[src/rtl/fp25519_pkg.sv]
// Shared constants for the 25519 field datapath: modulus, add/sub opcodes and
// the command sequencer state encoding.
package fp25519_pkg;

  localparam logic [255:0] P_25519 =
    256'h7fffffff_ffffffff_ffffffff_ffffffff_ffffffff_ffffffff_ffffffff_ffffffed;

  localparam logic OP_ADD = 1'b0;
  localparam logic OP_SUB = 1'b1;

  typedef enum logic [1:0] {
    ST_IDLE  = 2'd0,
    ST_FETCH = 2'd1,
    ST_EXEC  = 2'd2,
    ST_WB    = 2'd3
  } seq_state_e;

endpackage

[src/rtl/fp_regfile.sv]
// Field-element register file: one write port shared by host load and
// writeback, two combinational operand read ports, one registered host read port.
module fp_regfile
  import fp25519_pkg::*;
#(
  parameter int BIT_LENGTH = 256,
  parameter int NREG       = 8,
  parameter int AW         = 3
) (
  input  logic                  clk,
  input  logic                  rst,
  input  logic                  ld_we,
  input  logic [AW-1:0]         ld_addr,
  input  logic [BIT_LENGTH-1:0] ld_data,
  input  logic                  wb_we,
  input  logic [AW-1:0]         wb_addr,
  input  logic [BIT_LENGTH-1:0] wb_data,
  input  logic [AW-1:0]         ra_addr,
  input  logic [AW-1:0]         rb_addr,
  output logic [BIT_LENGTH-1:0] ra_data,
  output logic [BIT_LENGTH-1:0] rb_data,
  input  logic [AW-1:0]         rd_addr,
  output logic [BIT_LENGTH-1:0] rd_data
);

  logic [BIT_LENGTH-1:0] mem_q [NREG];
  logic                  we;
  logic [AW-1:0]         waddr;
  logic [BIT_LENGTH-1:0] wdata;

  // Host loads only happen in IDLE and writeback only in WB, so the two
  // strobes never collide; writeback is given priority regardless.
  always_comb begin
    we    = ld_we | wb_we;
    waddr = wb_we ? wb_addr : ld_addr;
    wdata = wb_we ? wb_data : ld_data;
  end

  // Storage is deliberately not reset so contents survive a mid-operation reset.
  always_ff @(posedge clk) begin
    if (we) mem_q[waddr] <= wdata;
  end

  always_ff @(posedge clk) begin
    if (rst) rd_data <= '0;
    else     rd_data <= mem_q[rd_addr];
  end

  assign ra_data = mem_q[ra_addr];
  assign rb_data = mem_q[rb_addr];

endmodule

[src/rtl/fp_addsub_seq.sv]
// Command sequencer feeding the external mod-p add_sub unit: fetches operands
// from the register file, waits one cycle for add_sub, then writes the result back.
module fp_addsub_seq
  import fp25519_pkg::*;
#(
  parameter int BIT_LENGTH = 256,
  parameter int NREG       = 8,
  parameter int AW         = 3
) (
  input  logic                  clk,
  input  logic                  rst,
  input  logic                  cmd_valid,
  output logic                  cmd_ready,
  input  logic                  cmd_op,
  input  logic [AW-1:0]         cmd_a,
  input  logic [AW-1:0]         cmd_b,
  input  logic [AW-1:0]         cmd_d,
  output logic                  busy,
  output logic                  done,
  input  logic                  ld_en,
  input  logic [AW-1:0]         ld_addr,
  input  logic [BIT_LENGTH-1:0] ld_data,
  output logic                  ld_err,
  input  logic [AW-1:0]         rd_addr,
  output logic [BIT_LENGTH-1:0] rd_data,
  output logic                  as_mode,
  output logic [BIT_LENGTH-1:0] as_a,
  output logic [BIT_LENGTH-1:0] as_b,
  input  logic [BIT_LENGTH-1:0] as_c
);

  localparam logic [BIT_LENGTH-1:0] P_MOD = BIT_LENGTH'(P_25519);

  seq_state_e            state_q;
  logic                  op_q;
  logic [AW-1:0]         a_q, b_q, d_q;
  logic                  done_q, ld_err_q, as_mode_q;
  logic [BIT_LENGTH-1:0] as_a_q, as_b_q;
  logic [BIT_LENGTH-1:0] ra_data, rb_data;
  logic                  ld_in_range, ld_we, wb_we;

  // Handshake: a command transfers on a rising edge where cmd_valid and
  // cmd_ready are both high; cmd_ready is high only in IDLE outside reset.
  assign cmd_ready = (state_q == ST_IDLE) && !rst;
  assign busy      = (state_q != ST_IDLE);
  assign done      = done_q;
  assign ld_err    = ld_err_q;
  assign as_mode   = as_mode_q;
  assign as_a      = as_a_q;
  assign as_b      = as_b_q;

  assign ld_in_range = (ld_data < P_MOD);
  assign ld_we       = ld_en && (state_q == ST_IDLE) && ld_in_range && !rst;
  assign wb_we       = (state_q == ST_WB) && !rst;

  always_ff @(posedge clk) begin
    if (rst) begin
      state_q   <= ST_IDLE;
      op_q      <= OP_ADD;
      a_q       <= '0;
      b_q       <= '0;
      d_q       <= '0;
      done_q    <= 1'b0;
      ld_err_q  <= 1'b0;
      as_mode_q <= OP_ADD;
      as_a_q    <= '0;
      as_b_q    <= '0;
    end else begin
      done_q   <= 1'b0;
      ld_err_q <= ld_en && ((state_q != ST_IDLE) || !ld_in_range);
      case (state_q)
        ST_IDLE: begin
          if (cmd_valid) begin
            op_q    <= cmd_op;
            a_q     <= cmd_a;
            b_q     <= cmd_b;
            d_q     <= cmd_d;
            state_q <= ST_FETCH;
          end
        end
        ST_FETCH: begin
          as_a_q    <= ra_data;
          as_b_q    <= rb_data;
          as_mode_q <= op_q;
          state_q   <= ST_EXEC;
        end
        ST_EXEC: state_q <= ST_WB;
        ST_WB: begin
          done_q  <= 1'b1;
          state_q <= ST_IDLE;
        end
        default: state_q <= ST_IDLE;
      endcase
    end
  end

  fp_regfile #(
    .BIT_LENGTH(BIT_LENGTH),
    .NREG      (NREG),
    .AW        (AW)
  ) u_regfile (
    .clk    (clk),
    .rst    (rst),
    .ld_we  (ld_we),
    .ld_addr(ld_addr),
    .ld_data(ld_data),
    .wb_we  (wb_we),
    .wb_addr(d_q),
    .wb_data(as_c),
    .ra_addr(a_q),
    .rb_addr(b_q),
    .ra_data(ra_data),
    .rb_data(rb_data),
    .rd_addr(rd_addr),
    .rd_data(rd_data)
  );

endmodule
[config.mk]
export PLATFORM = sky130hd
export DESIGN_NAME = fp_addsub_seq
export DESIGN_NICKNAME = d
export VERILOG_FILES = /design/src/rtl/fp25519_pkg.sv /design/src/rtl/fp_regfile.sv /design/src/rtl/fp_addsub_seq.sv
export SDC_FILE = /design/constraint.sdc
export NUM_CORES = 2
export LEC_CHECK = 0
export CAP_MARGIN = 30
export CORE_MARGIN = 2
export CORE_UTILIZATION = 49
export CTS_BUF_LIST = sky130_fd_sc_hd__clkbuf_16
export DETAILED_ROUTE_END_ITERATION = 10
export PLACE_DENSITY = 0.68
export SYNTH_ARGS = -nofsm -noshare
export SYNTH_HDL_FRONTEND = slang
export SYNTH_SLANG_ARGS = --single-unit
[constraint.sdc]
create_clock -name clk -period 8.63 [get_ports clk]
set_input_delay 0.863 -clock clk [delete_from_list [all_inputs] [get_ports clk]]
set_output_delay 0.863 -clock clk [all_outputs]
set_load 0.1 [all_outputs]
==> impl_metrics.yaml <==
critical_path:
  cp_max_fo: 81
  cp.required_ps: 9160
  cp_num_buf_inv: 4
  path_delay_family: "simple AND/OR/NAND/NOR gates"
  cpMaxStageDelayCell: "nor4_1"
  critPathCaptureType: "flop"
  path_class: "in2reg"
  cpPeakStageDelay_ps: 880
  path_cells: "clkdlybuf4s50_1 > nand4_1 > nor4_1 > buf_4 > nand4_1 > nor3_2 > a211oi_2 > a41o_4 > buf_12 > buf_12"
  cp-start-kind: "input pin"
  arrival_ps: 6520
power_and_ir_drop:
  seq_power_share_pct: 34.5
  power.leakage_nw: 52.45
  vdd_ir_drop_max_mv: 0.3149
  pwr-share-comb_pct: 39.6
  clkPwrFrac_pct: 25.9
  switching_power_mw: 20.81
  swShare_pct: 41.04
  p_int_mw: 29.90
  pwr_density_cell_mw_per_mm2: 313.4
grt:
  grt_overflow: 0
  grt_pass1_vias: 85480
  grt_max_degree: 177
  antenna_found_initial: 24
  grt_pass1_wl_um: 610500
  grt.total_usage_pct: 30.51
logic_synthesis:
  ys_seq_area_share_pct: 57.54
  yosysWarnings: 0
  synth_edf_count: 2048
  yosys-top-cells-area: "edfxtp_1 (46%), mux4_2 (26%), dfxtp_1 (12%)"
  synth_async_sr_flop_share_pct: 0
  yosys.area.top_type: "edfxtp_1"
  netlist_instances: 8044
  synth.net_count: 8580
  synth_area_sq_mm: 0.1341
  synth-main-ff-cell: "edfxtp_1"
  synth_top_area_share_pct: 45.85
  synth_cell_types: 37
  ys_ff_latch: 2831
  syn_area_per_cell_sq_um: 16.67
cts:
  clkLatencyLatePin_ps: 900
  cts.sinks: 2831
  htreeDepth: 5
  cts_buffer_depth: 4
  hold_buffers: 0
  post_cts_buffers: 0
  clk_pin_slew_ps: 60
  cts_made_buffers: 305
  cts_resized: 0
  cts_root_buf: "clkbuf_16"
  tritoncts: "done"
routing:
  vias_per_cell: 6.473
  route.detailed.drc: 0
  wl_per_cell_um: 33.08
  vias: 84376
  initialDrtViolationCount: 9377
  drt-total-wl_um: 431200
  drt_first_pass_iters: 6
  antenna_left: 0
sta:
  setup_viol: 0
  post-route-period-util_pct: 69.43
  rsz0062_at_grt: "no"
  fin_worst_skew_ps: 53.97
  final-hold-violation-count: 0
  relSlewSlack_pct: 23.75
  drv_slew: 0
  tightest_slew_ps: 1133
  post-route-min-period_ps: 5992
  fmax_mhz: 166.9
  tns_ps: 0
layout:
  fin_cells: 13035
  drive_gt1_share_pct: 23.69
  layout.nets: 9721
  areaGrowthSynthToFinish_pct: 20.64
min_path:
  hp-class: "in2reg"
placement:
  dp_hpwl_um: 274900
  dp_cells: 12461
  port_buffers: 1304
  gp_congestion: 1.022
floorplanning:
  die_y_um: 527.2
  pin_count: 1305
  die_w_um: 527.2
  die_area_sq_mm: 0.2779
  rows: 192
  initial_core_util_pct: 49.15
  core-area_sq_mm: 0.2729
status:
  status: "finished clean"
job:
  cap_violations: 0
==> placed cells by master, fill, tap and decap left out, types with 11 or more instances in the layout <==
master / synthesis / routed
edfxtp_1: 2048 / 2048
mux4_2: 1534 / 1534
clkdlybuf4s50_1: 0 / 1274
nand2_1: 791 / 791
dfxtp_1: 783 / 777
nor2_1: 776 / 776
mux2i_1: 769 / 769
a211oi_1: 514 / 514
clkbuf_16: 0 / 319
buf_4: 92 / 110
buf_16: 0 / 88
inv_1: 3 / 79
nand4_1: 64 / 64
clkinv_1: 0 / 53
buf_12: 0 / 46
clkinv_2: 0 / 40
bufinv_16: 0 / 29
clkinvlp_4: 0 / 15
nor4_1: 15 / 12
a21oi_1: 11 / 11
==> path summary, 6_finish.rpt <==
kind	from	end	slack [ps]	cells past startpoint
min reg2reg	op_q	op_q	460	2
min	rst	as_a[228]	230	2
max	ld_data[83]	u_regfile.mem_q[7][4]	2640	10
max reg2reg	state_q[0]	u_regfile.mem_q[0][100]	4700	6
==> registers in the layout, indices dropped and copies added (netlist names) <==
signal / count
op_q: 1
as_b: 256
ld_err: 1
u_regfile.rd_data: 256
as_mode: 1
state_q: 2
d_q: 3
u_regfile.mem_q: 2048
as_a: 256
b_q: 3
a_q: 3
done: 1
==> layout make-up <==
cell class / count / area, sq um
Inverter: 4 / 22.52
Clock buffer: 319 / 7983
Antenna cell: 9 / 22.52
Fill cell: 20101 / 111100
Multi-Input combinational cell: 4519 / 53040
Clock inverter: 240 / 2057
Timing Repair Buffer: 1524 / 17000
Sequential cell: 2831 / 77200
Tap cell: 3589 / 4491
==> metrics by stage <==
stage	total power, mW	instance area [sq um]	hold WS (ps)	util, %	setup WS (ps)
floorplan	31.60	134100	436.0	-	579.1
global placement	36.77	149300	446.6	54.70	1919
detailed placement	37.75	151600	456.9	55.55	1904
CTS	50.87	161600	166.2	59.23	2806
global route	52.25	161800	217.1	59.29	2602
finish	50.71	161800	226.5	59.29	2638
==> layer usage <==
metal	wire length (um)	vias up	global-route usage [%]
met1	156900	44098	38.91
met5	96	-	0
li1	-	34967	-
met4	24370	14	15.40
met2	209700	4539	49.90
met3	40250	758	6.062
==> synth_stat cells, types with 11 or more instances <==
master	number
nor2_1	776
nand2_1	791
buf_6	106
mux2i_1	769
buf_4	92
a21oi_1	11
nor4_1	15
edfxtp_1	2048
buf_1	11
mux4_2	1534
clkbuf_1	260
a211oi_1	514
nand4_1	64
buf_2	215
dfxtp_1	783
==> power by group through the flow <==
stage               Sequential [mW]  Clock (mW)  Combinational, mW
global route                   17.6        13.8               20.8
CTS                            17.4        13.3               20.1
floorplan                      25.1           0               6.53
finish                         17.5        13.1               20.1
global placement               17.7           0               19.1
detailed placement             17.7           0               20.1
==> worst register-to-register path, stage by stage, from the launching register on <==
cell and delay [ps]:
dfxtp_1 360, ha_1 300, nand2b_4 320, inv_8 260, o31ai_1 620, a31o_4 830, buf_12 630
==> logic make-up after synthesis <==
group / count (synthesis) / synth area share [%]
buf+inv: 694 / 3.010
fa+ha+maj: 4 / 0.03732
flops: 2831 / 57.54
mux: 2305 / 31.54
simple gates: 1669 / 4.861
compound gates: 541 / 3.017
(Power assumes the default switching activity.)
